**src/rtl/mc_control_v2_if.sv**
```systemverilog
// mc_control_v2_if: control bus between the mc_control_v2 FSM and the MIPS datapath
//   master : controller side (takes Op/Zero/mem_ready, drives mux/enable/ALU controls and trap)
//   slave  : datapath side (mirror of master)
//   MC_PERF_CNT_EN adds instr_count/cycle_count (CNT_W bits) to the bus
interface mc_control_v2_if
`ifdef MC_PERF_CNT_EN
  #(parameter int CNT_W = 32)
`endif
  ;
  logic [5:0] Op;
  logic       Zero;
  logic       mem_ready;
  logic       IorD;
  logic       MemRead;
  logic       MemWrite;
  logic       IRWrite;
  logic       ALUSrcA;
  logic [1:0] ALUSrcB;
  logic       ZeroExt;
  logic [2:0] ALUOp;
  logic [1:0] PCSource;
  logic       PCSel;
  logic       RegWrite;
  logic [1:0] RegDst;
  logic [1:0] MemToReg;
  logic       trap;
`ifdef MC_PERF_CNT_EN
  logic [CNT_W-1:0] instr_count;
  logic [CNT_W-1:0] cycle_count;
`endif
  modport master (
    input  Op, Zero, mem_ready,
    output IorD, MemRead, MemWrite, IRWrite, ALUSrcA, ALUSrcB, ZeroExt, ALUOp,
           PCSource, PCSel, RegWrite, RegDst, MemToReg, trap
`ifdef MC_PERF_CNT_EN
    , output instr_count, cycle_count
`endif
  );
  modport slave (
    output Op, Zero, mem_ready,
    input  IorD, MemRead, MemWrite, IRWrite, ALUSrcA, ALUSrcB, ZeroExt, ALUOp,
           PCSource, PCSel, RegWrite, RegDst, MemToReg, trap
`ifdef MC_PERF_CNT_EN
    , input instr_count, cycle_count
`endif
  );
endinterface

```
**src/rtl/mc_control_v2.sv**
```systemverilog
// mc_control_v2: multicycle MIPS main control FSM with mem_ready handshake, wait timeout and trap
//   clk, reset : clock, synchronous active-high reset
//   bus        : mc_control_v2_if.master (Op/Zero/mem_ready in, datapath controls and trap out)
//   MC_PERF_CNT_EN enables instr_count/cycle_count performance counters (CNT_W bits)
module mc_control_v2 #(
  parameter bit USE_MEM_READY = 1'b1,
  parameter int MEM_TIMEOUT   = 15
`ifdef MC_PERF_CNT_EN
  , parameter int CNT_W       = 32
`endif
) (
  input  logic            clk,
  input  logic            reset,
  mc_control_v2_if.master bus
);
  typedef enum logic [3:0] {
    FETCH, DECODE, MEMADR, MEMRD, MEMWB, MEMWR, RTEXE, RTWB,
    BRANCH, JUMP, JAL, IMMEXE, IMMWB, TRAP
  } state_t;
  localparam int WW = $clog2(MEM_TIMEOUT + 2);
  state_t        state_q, state_d;
  logic [WW-1:0] wait_q, wait_d;
  logic          done, tmo, in_mem, zext;
  assign done   = USE_MEM_READY ? bus.mem_ready : 1'b1;
  assign in_mem = state_q inside {FETCH, MEMRD, MEMWR};
  // timeout fires on the wait cycle that would bring the counter to MEM_TIMEOUT
  assign tmo    = MEM_TIMEOUT != 0 && !done && int'(wait_q) + 1 == MEM_TIMEOUT;
  assign wait_d = (in_mem && state_d == state_q) ? wait_q + 1'b1 : '0;
  // andi/ori have Op[2] set, addi/slti do not
  assign zext   = bus.Op[2];
  always_ff @(posedge clk) begin
    if (reset) begin
      state_q <= FETCH;
      wait_q  <= '0;
    end else begin
      state_q <= state_d;
      wait_q  <= wait_d;
    end
  end
  always_comb begin
    state_d      = state_q;
    bus.IorD     = 1'b0;
    bus.MemRead  = 1'b0;
    bus.MemWrite = 1'b0;
    bus.IRWrite  = 1'b0;
    bus.ALUSrcA  = 1'b0;
    bus.ALUSrcB  = 2'b00;
    bus.ZeroExt  = 1'b0;
    bus.ALUOp    = 3'b000;
    bus.PCSource = 2'b00;
    bus.PCSel    = 1'b0;
    bus.RegWrite = 1'b0;
    bus.RegDst   = 2'b00;
    bus.MemToReg = 2'b00;
    bus.trap     = 1'b0;
    case (state_q)
      FETCH: begin
        bus.MemRead = 1'b1;
        bus.ALUSrcB = 2'b01;
        bus.IRWrite = done;
        bus.PCSel   = done;
        state_d     = done ? DECODE : tmo ? TRAP : FETCH;
      end
      DECODE: begin
        bus.ALUSrcB = 2'b11;
        case (bus.Op)
          6'b100011, 6'b101011:                     state_d = MEMADR;
          6'b000000:                                state_d = RTEXE;
          6'b000100, 6'b000101:                     state_d = BRANCH;
          6'b000010:                                state_d = JUMP;
          6'b000011:                                state_d = JAL;
          6'b001000, 6'b001010, 6'b001100, 6'b001101: state_d = IMMEXE;
          default:                                  state_d = TRAP;
        endcase
      end
      MEMADR: begin
        bus.ALUSrcA = 1'b1;
        bus.ALUSrcB = 2'b10;
        state_d     = bus.Op == 6'b101011 ? MEMWR : MEMRD;
      end
      MEMRD: begin
        bus.MemRead = 1'b1;
        bus.IorD    = 1'b1;
        state_d     = done ? MEMWB : tmo ? TRAP : MEMRD;
      end
      MEMWB: begin
        bus.RegWrite = 1'b1;
        bus.MemToReg = 2'b01;
        state_d      = FETCH;
      end
      MEMWR: begin
        bus.MemWrite = 1'b1;
        bus.IorD     = 1'b1;
        state_d      = done ? FETCH : tmo ? TRAP : MEMWR;
      end
      RTEXE: begin
        bus.ALUSrcA = 1'b1;
        bus.ALUOp   = 3'b010;
        state_d     = RTWB;
      end
      RTWB: begin
        bus.RegWrite = 1'b1;
        bus.RegDst   = 2'b01;
        state_d      = FETCH;
      end
      BRANCH: begin
        bus.ALUSrcA  = 1'b1;
        bus.ALUOp    = 3'b001;
        bus.PCSource = 2'b01;
        bus.PCSel    = bus.Zero ^ bus.Op[0];
        state_d      = FETCH;
      end
      JUMP: begin
        bus.PCSource = 2'b10;
        bus.PCSel    = 1'b1;
        state_d      = FETCH;
      end
      JAL: begin
        bus.RegWrite = 1'b1;
        bus.RegDst   = 2'b10;
        bus.MemToReg = 2'b10;
        bus.PCSource = 2'b10;
        bus.PCSel    = 1'b1;
        state_d      = FETCH;
      end
      IMMEXE: begin
        bus.ALUSrcA = 1'b1;
        bus.ALUSrcB = 2'b10;
        bus.ZeroExt = zext;
        bus.ALUOp   = bus.Op == 6'b001101 ? 3'b100 :
                      bus.Op == 6'b001100 ? 3'b011 :
                      bus.Op == 6'b001010 ? 3'b101 : 3'b000;
        state_d     = IMMWB;
      end
      IMMWB: begin
        bus.RegWrite = 1'b1;
        bus.ZeroExt  = zext;
        state_d      = FETCH;
      end
      default: bus.trap = 1'b1;
    endcase
  end
`ifdef MC_PERF_CNT_EN
  logic [CNT_W-1:0] instr_q, cycle_q;
  logic             retire;
  assign retire = state_d == FETCH && state_q inside {MEMWB, MEMWR, RTWB, BRANCH, JUMP, JAL, IMMWB};
  always_ff @(posedge clk) begin
    if (reset) begin
      instr_q <= '0;
      cycle_q <= '0;
    end else begin
      if (state_q != TRAP) cycle_q <= cycle_q + 1'b1;
      if (retire) instr_q <= instr_q + 1'b1;
    end
  end
  assign bus.instr_count = instr_q;
  assign bus.cycle_count = cycle_q;
`endif
endmodule

```
**src/flat_wrapper.sv**
```systemverilog
// flat-port wrapper written by rule: the top's interface ports become plain ports
module mc_control_v2_flat 
#(
  parameter bit USE_MEM_READY = 1'b1,
  parameter int MEM_TIMEOUT   = 15

)
  (clk, reset, bus_Op, bus_Zero, bus_mem_ready, bus_IorD, bus_MemRead, bus_MemWrite, bus_IRWrite, bus_ALUSrcA, bus_ALUSrcB, bus_ZeroExt, bus_ALUOp, bus_PCSource, bus_PCSel, bus_RegWrite, bus_RegDst, bus_MemToReg, bus_trap);
  mc_control_v2_if bus_i ();
  input  logic clk;
  input  logic reset;
  input wire logic [$bits(bus_i.Op)-1:0] bus_Op;
  input wire logic [$bits(bus_i.Zero)-1:0] bus_Zero;
  input wire logic [$bits(bus_i.mem_ready)-1:0] bus_mem_ready;
  output wire logic [$bits(bus_i.IorD)-1:0] bus_IorD;
  output wire logic [$bits(bus_i.MemRead)-1:0] bus_MemRead;
  output wire logic [$bits(bus_i.MemWrite)-1:0] bus_MemWrite;
  output wire logic [$bits(bus_i.IRWrite)-1:0] bus_IRWrite;
  output wire logic [$bits(bus_i.ALUSrcA)-1:0] bus_ALUSrcA;
  output wire logic [$bits(bus_i.ALUSrcB)-1:0] bus_ALUSrcB;
  output wire logic [$bits(bus_i.ZeroExt)-1:0] bus_ZeroExt;
  output wire logic [$bits(bus_i.ALUOp)-1:0] bus_ALUOp;
  output wire logic [$bits(bus_i.PCSource)-1:0] bus_PCSource;
  output wire logic [$bits(bus_i.PCSel)-1:0] bus_PCSel;
  output wire logic [$bits(bus_i.RegWrite)-1:0] bus_RegWrite;
  output wire logic [$bits(bus_i.RegDst)-1:0] bus_RegDst;
  output wire logic [$bits(bus_i.MemToReg)-1:0] bus_MemToReg;
  output wire logic [$bits(bus_i.trap)-1:0] bus_trap;
  assign bus_i.Op = bus_Op;
  assign bus_i.Zero = bus_Zero;
  assign bus_i.mem_ready = bus_mem_ready;
  assign bus_IorD = bus_i.IorD;
  assign bus_MemRead = bus_i.MemRead;
  assign bus_MemWrite = bus_i.MemWrite;
  assign bus_IRWrite = bus_i.IRWrite;
  assign bus_ALUSrcA = bus_i.ALUSrcA;
  assign bus_ALUSrcB = bus_i.ALUSrcB;
  assign bus_ZeroExt = bus_i.ZeroExt;
  assign bus_ALUOp = bus_i.ALUOp;
  assign bus_PCSource = bus_i.PCSource;
  assign bus_PCSel = bus_i.PCSel;
  assign bus_RegWrite = bus_i.RegWrite;
  assign bus_RegDst = bus_i.RegDst;
  assign bus_MemToReg = bus_i.MemToReg;
  assign bus_trap = bus_i.trap;
  mc_control_v2 #(.USE_MEM_READY(USE_MEM_READY), .MEM_TIMEOUT(MEM_TIMEOUT)) u_core (.clk(clk), .reset(reset), .bus(bus_i));
endmodule
```
**config.mk**
```make
export PLATFORM = sky130hd
export DESIGN_NAME = mc_control_v2_flat
export DESIGN_NICKNAME = d
export VERILOG_FILES = /design/src/rtl/mc_control_v2_if.sv /design/src/rtl/mc_control_v2.sv /design/src/flat_wrapper.sv
export SDC_FILE = /design/constraint.sdc
export NUM_CORES = 1
export LEC_CHECK = 0
export ABC_CLOCK_PERIOD_IN_PS = 2000
export CORE_MARGIN = 2
export CORE_UTILIZATION = 25
export CTS_BUF_LIST = sky130_fd_sc_hd__clkbuf_16
export CTS_CLUSTER_DIAMETER = 60
export DETAILED_ROUTE_END_ITERATION = 16
export DONT_BUFFER_PORTS = 1
export GPL_TIMING_DRIVEN = 0
export PLACE_DENSITY = 0.36
export SYNTH_ARGS = -nofsm -noshare
export SYNTH_HDL_FRONTEND = slang
export SYNTH_SLANG_ARGS = --single-unit
```
**constraint.sdc**
```tcl
create_clock -name clk -period 2 [get_ports clk]
set_clock_uncertainty 0.15 [all_clocks]
set_input_delay 0 -clock clk [delete_from_list [all_inputs] [get_ports clk]]
set_output_delay 0 -clock clk [all_outputs]
set_load 0.1 [all_outputs]
```
# Yosys cells after proc, flatten, opt, wreduce, memory -nomap -nowiden
# Cells that the tools add are included.
# totals
inputBits,10
ff_bits,9
# classes
n_bitwise,2
add_sub_neg,2
eq_ne,24
n_reduce_logical,19
n_mux,26
# ops
operator,count
$eq 32x5->1 const B,1
$pmux 4 s8,1
$eq 6x4->1 const B,4
$mux 4,6
$pmux 4 s6,1
$eq 4x4->1 const B,5
$eq 4x3->1 const B,4
$reduce_or 2->1,8
$reduce_or 13->1,1
$eq 6x2->1 const B,2
$eq 6x3->1 const B,2
$eq 6x6->1 const B,2
$mux 3,4
$pmux 2 s2,3
$reduce_or 4->1,3
$pmux 3 s3,1
$eq 4x2->1 const B,2
$mux 1,8
$add 5x1->6 const B,1
$logic_not 6->1,1
$pmux 2 s3,1
$reduce_or 6->1,1
$add 5x1->5 const B,1
$eq 4x1->1 const B,1
other kinds (8),9

# Depth between registers and ports, before layout
# depth
word_depth,10
mapped_depth,7
depth_no_buf,7

# Worst setup path after synthesis
# OpenSTA, ideal clock, no wires.
# synth_path
kind,reg-to-output
startpoint,reg u_core.state_q[3]
endpoint,out bus_ALUSrcB[1]
path_buffers,2
stages_incl_launch_ff,5
required_time_ns,1.850
t_arrival_ns,3.146
path_slack_ns,-1.296
cell_sequence,dfxtp_1 buf_2 buf_1 nor2_1 a211oi_1
# synth_between
elab_chain_len,3
elab_cells_between_ends,6
cone_classes,eq/ne (3); mux (1); reduce/logical (2)
# synth_lines
element,line_no,source
from (decl),mc_control_v2.sv:21,"state_t state_q, state_d;"
from (signal assigned),mc_control_v2.sv:36,state_q <= state_d;
$eq 4x2->1 or $eq 4x4->1 (tied branches),mc_control_v2.sv:56,case (state_q)
$reduce_or 2->1 (no line),--,
$pmux 2 s3 *,mc_control_v2.sv:56,
to (decl),flat_wrapper.sv:20,output wire logic [$bits(bus_i.ALUSrcB)-1:0] bus_ALUSrcB;
# Mark *: on every way between the ends. The rest lies on a longest branch, timed or not.

# Worst setup path after layout
# layout_path
startpoint,reg u_core.state_q[0]
endpoint,out bus_PCSel
# layout_between
elab_chain_len,3
elab_cells_between_ends,6
cone_classes,eq/ne (3); mux (1); reduce/logical (2)
# layout_lines
element,line_no,source
$eq 4x4->1,mc_control_v2.sv:56,
$reduce_or 2->1 (no line),--,
$pmux 1 s3 *,mc_control_v2.sv:56,
to (decl),flat_wrapper.sv:24,output wire logic [$bits(bus_i.PCSel)-1:0] bus_PCSel;
# Marks and branches as above.

==> metrics.md <==
| Metric | Value |
|---|---|
| Most used cell, CP | buf_12 |
| Maxcap violations | 0 |
| Num CTS Buffers | 3 |
| Cell row count | 24 |
| Clock Sinks | 9 |
| Post-synth ARST share | 0% |
| Peak supply drop | 0.485 mV |
| Yosys top cell by area | dfxtp_1 |
| Post-synth EDFFs | 0 |
| FMAX | 484 MHz |
| Vias in the first global route | around 1300 |
| Crit-path max cell delay | approximately 0.63 ns |
| Leakage | about 0.67 nW |
| Critical Path RT | around 1.9 ns |
| Setup CP Type | flip-flop to output pin |
| Hold endpoint | u_core.state_q[2]$_SDFF_PP0_ |
| R2R Setup Slk | 0.09 ns |
| Synth Register Bits | 9 |
| # IOs | 30 |
| Switch share | a little over half |
| Starting Density | between 20% and 30% |
| Fillers | between 400 and 500 |
| Clock Tree Buf Depth | 2 |
| Crit path max fanout | 8 |
| Worst skew pair latency | roughly 0.23 ns |
| Worst Setup End Kind | output pin |
| Syn Std Cell Area | approximately 0.0011 mm^2 |
| Area growth, synth to finish | 70.0% |
| Slew headroom | a little over a quarter |
| Core footprint | approximately 0.0043 mm^2 |
| PnR Total Power | 1.91 mW |
| Crit share post-route | 103% |
| Critical path arrival | ~1.9 ns |
| Pwr dens | 1020 mW/mm^2 |
| Sequential-to-total area share from yosys stat | around 16% |
| Setup ws final | -0.0670 ns |
| Logic pwr share | between 70 and 80% |
| Via density | about 5.4 |
| Critical-path top delay cell | a21oi_4 |
| Die Span Y | ~70 um |
| Iteration count of the initial detailed-routing pass | 4 |
| Port buffer count | 0 |
| Drt drc | 0 |
| H-tree depth | 1 |
| Final hold vios | 0 |
| DPL Wire Length | about 2700 um |
| Setup TNS | -0.159 ns |
| Status | finished, violations left |
| Tot GR Track Use | between 10% and 20% |
| Net Sw Power | ~1 mW |
| Antenna diode count | 0 |
| Worst hold path class | input port to flip-flop |
| Share of cells above drive strength 1 | between 40% and 50% |
| Unrepaired setup endpoints after global routing | yes |
| Most common cell in the netlist | nor2_1 |
| Count of cell types in the netlist | a little under 50 |
| Share of the synthesized area in the top cell type | between 10% and 20% |
| Reg area | 185 um^2 |
| Post-Synthesis Net Count | around 170 |
| Routed wire length | 3950 um |
| Clk network pwr share | between 10% and 20% |
| Finished Layout Cells | between 200 and 250 |
| Post-Syn Instances | between 150 and 200 |
| P_int | between 0.9 and 1 mW |
| Startpoint Class | flip-flop |
| Worst-margin pin slew | between 1 and 1.5 ns |
| Cell Chain, Critical Path | buf_12 > buf_12 > nand2b_4 > a21oi_4 > a211o_4 |
| Initial DRC count | 86 |
| Hold Crit Depth | 3 |
| Ranking of synthesized cells by area | dfxtp_1, nor2_1, nand2_1 |
| Final setup viols | 4 |
| WL/cell | between 15 and 20 um |
| Yosys warns | 0 |
| Die Area | 0.00495 mm^2 |
| Die Wd | approximately 70 um |
| Post-layout minimum cycle time | a little over 2 ns |
| Initial antenna violation count | 0 |
| Root buf cell | clkbuf_16 |
| CTS tree | yes |
| Vias | about 1300 |
| Primary FF master, synth | dfxtp_1 |
| Placed Cells | roughly 210 |
| Reg power frac | 11.6% |
| Commonest cells in the netlist | nor2_1, nand2_1, clkbuf_1, dfxtp_1 |
| Pin count of the biggest net entering global routing | 11 |
| Worst R2R Start | u_core.state_q[3]$_SDFF_PP0_ |
| Global route overflow | 0 |
| Slew Limit Fails | 0 |
| Nets | 203 |
| Violated checks | setup timing |
| Hold WS | 0.0643 ns |
| Reg clk slew, reported paths | ~0.040 ns |
| Reg2reg path depth | 5 |
| Worst r2r dst | u_core.wait_q[1]$_SDFF_PP0_ |
| Routability cong. | 0.831 |
| Antenna Nets Post-Route | 0 |
| Multi-input logic area | about 0.0011 mm^2 |
| Hold Crit Start | bus_Op[2] |
| Global-route wire length before repair | between 6000 and 7000 um |
| Average footprint of a synthesized cell | 6.88 um^2 |
==> final cells by class <==
type	instances	share of cell area (%)
Clock inverter	1	0.201
Inverter	2	0.401
Clock buffer	3	4.01
Multi-Input combinational cell	134	60.8
Timing Repair Buffer	28	13.2
Buffer	13	7.95
Sequential cell	9	9.89
Tap cell	52	3.48
==> routing by layer <==
metal,global-route usage (%),routed length (um)
met5,0,0
met4,7.26,133
met3,2.89,202
met2,26.8,1940
met1,20.3,1670
==> registers in the layout, summed over array words and instances (netlist names) <==
name,cells
u_core.wait_q,5
u_core.state_q,4
==> through the flow <==
| stage | instance area (um^2) | utilization [%] | setup slack [ns] |
|---|---|---|---|
| 5_1_grt | 1870 | 43.6 | -0.109 |
| 3_3_place_gp | 1270 | 29.6 | -0.695 |
| 2_1_floorplan | 1200 | - | -0.388 |
| 4_1_cts | 1670 | 38.9 | -0.0644 |
| 3_5_place_dp | 1280 | 29.7 | -0.428 |
| 6_report | 1870 | 43.6 | -0.0670 |
==> cell usage in the layout (no fill, tap or decap), types with 4 or more instances in the layout <==
| master | instances |
|---|---|
| a21oi_1 | 4 |
| a31oi_1 | 4 |
| buf_12 | 4 |
| buf_4 | 22 |
| buf_6 | 5 |
| clkbuf_16 | 4 |
| dfxtp_1 | 5 |
| dfxtp_2 | 4 |
| nand2_1 | 12 |
| nand2b_1 | 4 |
| nand3b_1 | 6 |
| nor2_1 | 14 |
| nor2_4 | 9 |
| nor2b_1 | 6 |
| nor3_1 | 4 |
==> worst max-delay path, delay by kind of cell, from the launching register on <==
| family | cells | cell delay (ns) |
|---|---|---|
| AO/OA/AOI/OAI | 2 | 1.01 |
| buffers and inverters | 2 | 0.25 |
| flip-flops | 1 | 0.33 |
| AND/OR/NAND/NOR | 1 | 0.08 |
==> logic make-up (layout without fill, tap and decap cells) <==
logic type,Yosys count,count (layout),share of synthesized area (%)
multiplexers,2,2,1.82
AND/OR/NAND/NOR,88,88,43.4
adder cells (fa/ha/maj),2,2,2.27
AO/OA/AOI/OAI,35,35,23.4
flip-flops,9,9,16.4
buffers and inverters,17,47,7.16
XOR/XNOR,7,7,5.57
==> worst max path at each step <==
stage / slack (ns) / to / startpoint / cells past startpoint
floorplan: -0.39 / bus_ALUSrcB[1] / u_core.state_q[3]$_SDFF_PP0_ / 4
global placement: -0.70 / bus_ALUSrcB[1] / u_core.state_q[3]$_SDFF_PP0_ / 4
detailed placement: -0.43 / bus_ALUSrcA / u_core.state_q[3]$_SDFF_PP0_ / 3
CTS: -0.06 / bus_ALUOp[2] / u_core.state_q[3]$_SDFF_PP0_ / 4
global route: -0.11 / bus_ALUOp[2] / u_core.state_q[3]$_SDFF_PP0_ / 4
finish: -0.07 / bus_PCSel / u_core.state_q[0]$_SDFF_PP0_ / 5
==> timing repair <==
item,in CTS,in global routing
endpoints found under the setup margin,20,12
gates cloned,1,0
setup buffers,11,14
pin swaps,13,12
hold endpoints to repair,9,0
resized for setup,47,17
hold buffers,2,0
==> power by group through the flow <==
stage / Clock (mW) / Combinational, mW / Sequential [mW]
after floorplan: 0 / 0.853 / 0.213
after global placement: 0 / 0.956 / 0.217
after detailed placement: 0 / 0.967 / 0.217
after global routing: 0.364 / 1.41 / 0.223
after CTS: 0.352 / 1.21 / 0.218
final: 0.344 / 1.34 / 0.221
Power figures use the tool's default switching activity.
